<file path="src/rtl/pipe_control.sv">
// pipe_control: single-issue decode stage with load-use and multiply stall control.
//
// Decodes one 32-bit instruction per accepted handshake into a registered
// control word. It stalls upstream for one cycle on a load-use hazard and for
// MUL_LAT-1 cycles after a multiply.
//
// Ports
//   clk, rst          clock; asynchronous active-high reset
//   in_valid          upstream has an instruction
//   instruction[31:0] encoded instruction
//   in_ready          combinational; instruction consumed when in_valid && in_ready
//   out_valid         registered decoded word valid (0 = bubble)
//   reg_write, mem_read, mem_write, alu_src_imm   registered control strobes
//   alu_op[1:0]       00 add, 01 sub, 10 mul, 11 pass
//   src_a, src_b, dst_reg [REG_AW-1:0]            registered register addresses
//   imm[15:0]         registered instruction[15:0]
//   illegal           registered; unsupported encoding
//   mul_done          one-cycle pulse as multiply occupancy ends
//   stall_count[15:0] saturating count of stall cycles
module pipe_control #(
    parameter int unsigned REG_AW    = 5,
    parameter int unsigned MUL_LAT   = 3,
    parameter int unsigned HAZARD_EN = 1
) (
    input  logic              clk,
    input  logic              rst,
    input  logic              in_valid,
    input  logic [31:0]       instruction,
    output logic              in_ready,
    output logic              out_valid,
    output logic              reg_write,
    output logic              mem_read,
    output logic              mem_write,
    output logic              alu_src_imm,
    output logic [1:0]        alu_op,
    output logic [REG_AW-1:0] src_a,
    output logic [REG_AW-1:0] src_b,
    output logic [REG_AW-1:0] dst_reg,
    output logic [15:0]       imm,
    output logic              illegal,
    output logic              mul_done,
    output logic [15:0]       stall_count
);

    localparam int unsigned CNT_W    = 4;
    localparam int unsigned STALL_W  = 16;

    localparam logic [5:0] OP_RGRP   = 6'b000100;
    localparam logic [5:0] OP_LW     = 6'b000101;
    localparam logic [5:0] OP_SW     = 6'b000110;
    localparam logic [5:0] FN_NOP    = 6'b000000;
    localparam logic [5:0] FN_ADD    = 6'b100000;
    localparam logic [5:0] FN_SUB    = 6'b100010;
    localparam logic [5:0] FN_MUL    = 6'b110010;

    localparam logic [1:0] ALU_ADD   = 2'b00;
    localparam logic [1:0] ALU_SUB   = 2'b01;
    localparam logic [1:0] ALU_MUL   = 2'b10;

    localparam logic [STALL_W-1:0] STALL_MAX = '1;

    typedef enum logic [0:0] {
        RUN      = 1'b0,
        MUL_BUSY = 1'b1
    } state_t;

    // Decoded control word as it appears on the outputs.
    typedef struct packed {
        logic              valid;
        logic              reg_write;
        logic              mem_read;
        logic              mem_write;
        logic              alu_src_imm;
        logic [1:0]        alu_op;
        logic [REG_AW-1:0] src_a;
        logic [REG_AW-1:0] src_b;
        logic [REG_AW-1:0] dst_reg;
        logic [15:0]       imm;
        logic              illegal;
    } word_t;

    state_t              state_q, state_d;
    word_t               word_q, word_d;
    logic [CNT_W-1:0]    mul_cnt_q, mul_cnt_d;
    logic [REG_AW-1:0]   lw_dst_q, lw_dst_d;
    logic                mul_done_q, mul_done_d;
    logic [STALL_W-1:0]  stall_count_q, stall_count_d;

    logic [5:0]          f_op;
    logic [5:0]          f_funct;
    logic [REG_AW-1:0]   f_rt;
    logic [REG_AW-1:0]   f_rs;
    logic [REG_AW-1:0]   f_rd;

    word_t               dec;
    logic                dec_is_lw;
    logic                dec_is_mul;
    logic                hazard;
    logic                accept;
    logic                stall;

    // Field extraction at fixed positions, resized to the register-address width.
    assign f_op    = instruction[31:26];
    assign f_rt    = REG_AW'(instruction[25:21]);
    assign f_rs    = REG_AW'(instruction[20:16]);
    assign f_rd    = REG_AW'(instruction[15:11]);
    assign f_funct = instruction[5:0];

    // Instruction decode; NOP and illegal words leave every strobe and address at 0.
    always_comb begin
        dec        = '0;
        dec_is_lw  = 1'b0;
        dec_is_mul = 1'b0;
        dec.valid  = 1'b1;
        dec.imm    = instruction[15:0];
        case (f_op)
            OP_RGRP: begin
                case (f_funct)
                    FN_ADD, FN_SUB, FN_MUL: begin
                        dec.reg_write = 1'b1;
                        dec.src_a     = f_rt;
                        dec.src_b     = f_rs;
                        dec.dst_reg   = f_rd;
                        if (f_funct == FN_SUB) begin
                            dec.alu_op = ALU_SUB;
                        end else if (f_funct == FN_MUL) begin
                            dec.alu_op = ALU_MUL;
                            dec_is_mul = 1'b1;
                        end else begin
                            dec.alu_op = ALU_ADD;
                        end
                    end
                    FN_NOP: begin
                    end
                    default: begin
                        dec.illegal = 1'b1;
                    end
                endcase
            end
            OP_LW: begin
                dec.mem_read    = 1'b1;
                dec.reg_write   = 1'b1;
                dec.alu_src_imm = 1'b1;
                dec.alu_op      = ALU_ADD;
                dec.src_a       = f_rs;
                dec.dst_reg     = f_rt;
                dec_is_lw       = 1'b1;
            end
            OP_SW: begin
                dec.mem_write   = 1'b1;
                dec.alu_src_imm = 1'b1;
                dec.alu_op      = ALU_ADD;
                dec.src_a       = f_rs;
                dec.src_b       = f_rt;
            end
            default: begin
                dec.illegal = 1'b1;
            end
        endcase
    end

    // Load-use: the lw accepted last cycle targets a register this instruction reads.
    // Unused source fields decode to 0, and a load into register 0 is never recorded.
    assign hazard = (HAZARD_EN != 0) && in_valid && (lw_dst_q != '0) &&
                    ((dec.src_a == lw_dst_q) || (dec.src_b == lw_dst_q));

    assign in_ready = (state_q == RUN) && !hazard;
    assign accept   = in_valid && in_ready;

    // Next-state, next-output word and stall bookkeeping.
    always_comb begin
        state_d    = state_q;
        mul_cnt_d  = mul_cnt_q;
        word_d     = '0;
        lw_dst_d   = '0;
        mul_done_d = 1'b0;
        stall      = 1'b0;
        case (state_q)
            RUN: begin
                if (accept) begin
                    word_d = dec;
                    if (dec_is_lw) begin
                        lw_dst_d = dec.dst_reg;
                    end
                    if (dec_is_mul) begin
                        // Pulse lands with the output word (MUL_LAT=1) or in the
                        // single busy cycle (MUL_LAT=2); longer ops pulse from MUL_BUSY.
                        mul_done_d = (MUL_LAT <= 2);
                        if (MUL_LAT > 1) begin
                            state_d   = MUL_BUSY;
                            mul_cnt_d = CNT_W'(MUL_LAT - 1);
                        end
                    end
                end else if (hazard) begin
                    stall = 1'b1;
                end
            end
            MUL_BUSY: begin
                stall     = 1'b1;
                mul_cnt_d = mul_cnt_q - CNT_W'(1);
                // Registered pulse must be visible during the last busy cycle.
                mul_done_d = (mul_cnt_q == CNT_W'(2));
                if (mul_cnt_q <= CNT_W'(1)) begin
                    state_d   = RUN;
                    mul_cnt_d = '0;
                end
            end
            default: begin
                state_d   = RUN;
                mul_cnt_d = '0;
            end
        endcase

        stall_count_d = stall_count_q;
        if (stall && (stall_count_q != STALL_MAX)) begin
            stall_count_d = stall_count_q + STALL_W'(1);
        end
    end

    // State and output registers.
    always_ff @(posedge clk or posedge rst) begin
        if (rst) begin
            state_q       <= RUN;
            word_q        <= '0;
            mul_cnt_q     <= '0;
            lw_dst_q      <= '0;
            mul_done_q    <= 1'b0;
            stall_count_q <= '0;
        end else begin
            state_q       <= state_d;
            word_q        <= word_d;
            mul_cnt_q     <= mul_cnt_d;
            lw_dst_q      <= lw_dst_d;
            mul_done_q    <= mul_done_d;
            stall_count_q <= stall_count_d;
        end
    end

    assign out_valid   = word_q.valid;
    assign reg_write   = word_q.reg_write;
    assign mem_read    = word_q.mem_read;
    assign mem_write   = word_q.mem_write;
    assign alu_src_imm = word_q.alu_src_imm;
    assign alu_op      = word_q.alu_op;
    assign src_a       = word_q.src_a;
    assign src_b       = word_q.src_b;
    assign dst_reg     = word_q.dst_reg;
    assign imm         = word_q.imm;
    assign illegal     = word_q.illegal;
    assign mul_done    = mul_done_q;
    assign stall_count = stall_count_q;

endmodule
</file>
<file path="config.mk">
export PLATFORM = sky130hd
export DESIGN_NAME = pipe_control
export DESIGN_NICKNAME = d
export VERILOG_FILES = /design/src/rtl/pipe_control.sv
export SDC_FILE = /design/constraint.sdc
export NUM_CORES = 1
export LEC_CHECK = 0
export CAP_MARGIN = 20
export CORE_MARGIN = 2
export CORE_UTILIZATION = 44
export DETAILED_ROUTE_END_ITERATION = 7
export PLACE_DENSITY = 0.77
export SLEW_MARGIN = 5
export SYNTH_ARGS = -nofsm -noshare
export SYNTH_HDL_FRONTEND = slang
export SYNTH_SLANG_ARGS = --single-unit
export TNS_END_PERCENT = 20
</file>
<file path="constraint.sdc">
create_clock -name clk -period 5.38 [get_ports clk]
set_clock_uncertainty 0.05 [all_clocks]
set_input_delay 1.614 -clock clk [delete_from_list [all_inputs] [get_ports clk]]
set_output_delay 1.614 -clock clk [all_outputs]
set_load 0.05 [all_outputs]
</file>
==> run metrics <==
Via-to-Cell Ratio=5.49; 1st-iter DRT viols=181; Die Footprint=8340 um2; gr usage total=0.243; total grt overflow=0; Top FF cell, synth=dfrtp_1; Die X=approximately 91 um; initial antenna violation count=0; slew margin rel.=0.524; EDFF count, synth=0; vias in the first global route=between 3,000 and 4,000; Final GP Congestion=0.899; Hold WC Path Type=reg -> reg; synthesized cell area=3360 um2; pwr/cell area=252 nW/um2; post-route setup slack=-0.0714 ns; RR Endpoint=stall_count[4]; Hold Vio Cnt, Final=0; maximum vdd drop=143 uV; Synth area leaders=dfrtp_1 (49%), xnor2_1 (3.9%), and2_1 (3.7%), nand2_1 (2.1%), a21oi_1 (2.1%); TritonCTS clock tree=built; die height=slightly above 90 um; failing checks=negative setup slack; Worst EP arrival=around 3.8 ns; Inserted Diodes=0; synthesis-stage register bit count=66; Antenna Nets Post-Route=0; largest net degree at the start of global routing=36; Clk pin slew, worst setup/hold paths=0.07 ns; Syn Nets=roughly 360; via count=3,266; reg2reg start=lw_dst_q[3]; Area Growth Syn to Fin=58.5%; Post-synth ARST share=1.00; Netlist cell types=55; Crit. End Element=output pin; clock sink total=66; switching share of power=0.309; first-pass GRT wire length=15,900 um; WL per Instance=16.7 um; Clk Latency, worst-skew pair=approximately 0.35 ns; RSZ-0062 raised after global routing=true; CP Launch Type=primary input; post-layout min period=5.45 ns; Cells after Synth=325; Setup CP Type=in -> out; clk root buf=clkbuf_8; post-synth top area share=0.492; register area share after synthesis=0.492; fin. max-slew vios=0; Worst Max-Slew Pin Slew=0.713 ns; DRT Pass-1 Iters=5; status=finished, violations left; core area=around 7300 um2; final setup violating endpoints=1; Yosys top cell by area=dfrtp_1; CTS buffer count=9; Hold Crit Depth=1; Hold Crit Start=stall_count[7]; std cell rows=31; Max Clock Freq=0.183 GHz; sequential share of power=0.412; Max Cap Viol=0; IO Count=92; Residual DRC=0; final core occ=0.726; Port Buffers=91; H-tree depth=3; initial core utilization=0.458; Final HPWL DP=6550 um; fin crit share=1.01; Routed Wire Length=9940 um; critical-path maximum fanout=5; share of post-route cells with drive strength above 1=0.272; NumNets Final=530; R2R Setup Slk=roughly 2.6 ns; synth warn=0; Clk pwr share=0.350; worst slack, placed=-0.440 ns; Net Sw Power=0.000413 W; Logic pwr share=0.239; Pleak=2.40 nW; Overall Power=approximately 0.0013 W; Worst Path Required=3.72 ns; Syn Area/Cell=between 10 and 15 um2; Longest Clk Path Bufs=2; # fillers=502; R2R depth=9; hold path endpoint=stall_count[7]; Int Power=0.000926 W
==> power groups by stage <==
stage                     clock (W)  sequential (W)  combinational (W)
final                      0.000468        0.000551           0.000320
after global routing       0.000505        0.000556           0.000336
after CTS                  0.000473        0.000552           0.000311
after detailed placement          0        0.000561           0.000304
after global placement            0        0.000557           0.000299
after floorplan                   0        0.000649          0.0000814
==> logic make-up after synthesis <==
family	Yosys count	synth area share
AND/OR/NAND/NOR	148	0.265
flip-flops	66	0.492
AO/OA/AOI/OAI	51	0.115
buffers and inverters	33	0.0481
XOR/XNOR	15	0.0392
multiplexers	8	0.0257
adder cells (fa/ha/maj)	4	0.0149
==> per-layer routing <==
| metal | vias up | GRT usage | wire length, um |
|---|---|---|---|
| met2 | 165 | 0.411 | 4930 |
| met5 | - | 0 | 0 |
| met1 | 1574 | 0.291 | 3970 |
| met3 | 27 | 0.0664 | 809 |
| met4 | 0 | 0.105 | 235 |
| li1 | 1500 | - | - |
==> worst max-delay path by stage <==
stage                          from  endpoint
finish              instruction[29]  in_ready
global route        instruction[19]  in_ready
CTS                  instruction[2]  in_ready
detailed placement   instruction[0]  in_ready
global placement     instruction[0]  in_ready
floorplan            instruction[0]  in_ready
==> what timing repair did <==
item	CTS	global route
gates resized for setup	40	23
hold buffers	0	0
hold endpoints to repair	0	0
setup endpoints to repair	1	2
gates cloned	2	0
setup buffers	24	2
pin swaps	10	14
==> critical path: stages <==
cell             delay [ns]
clkdlybuf4s15_1        0.18
or4b_4                 0.57
buf_6                  0.16
a21oi_2                0.15
o22ai_2                0.10
a311oi_2               0.23
nand3_2                0.14
o311ai_4               0.31
clkinvlp_4             0.16
buf_8                  0.16
==> cell usage in the layout (no fill, tap or decap), types with 4 or more instances in the layout <==
cell type        count
a21oi_1             11
a22oi_1              6
and2_1              20
and3_1              11
and4_1               7
buf_4               69
buf_6               11
clkbuf_8            10
clkdlybuf4s15_1      4
clkdlybuf4s50_1     77
dfrtp_1             66
ha_1                 4
inv_1               14
nand2_1             19
nand2b_1             5
nand3_1             12
nand4_1             10
nand4b_1             5
nor2_1              13
nor2b_1              7
nor3_1              13
o21ai_0              7
or3_1                4
xnor2_1             15
==> through the flow <==
stage	hold WS (ns)	TNS, ns	cells	area (um2)
6_report	0.447	-0.0714	595	5320
5_1_grt	0.497	-0.118	595	5320
3_3_place_gp	0.427	-0.390	553	4730
2_1_floorplan	0.421	-0.0133	325	3380
3_5_place_dp	0.438	-0.440	553	4730
4_1_cts	0.452	-0.101	595	5230
==> cell type report <==
cell class	count	area, um2	area share
timing repair buffer	171	1580	0.297
tap	99	124	0.0233
inverter	17	72.6	0.0136
clock buffer	10	138	0.0259
clock inverter	6	90.1	0.0169
multi-input combinational	226	1660	0.313
sequential	66	1650	0.310
==> synth_stat cells (all sizes together) (4+ instances only) <==
cell    count
nand2      19
and2       20
nand4      10
mux2        5
buf         8
o21ai       9
or3         5
nand3      13
nor2       13
clkbuf      8
ha          4
nor3       17
a21oi      14
nor2b       8
inv        16
a22oi       7
dfrtp      66
xnor2      15
o22ai       4
nand4b      5
and3       11
and4        7
nand2b      6
No activity file was read; power rests on OpenSTA's default activity.
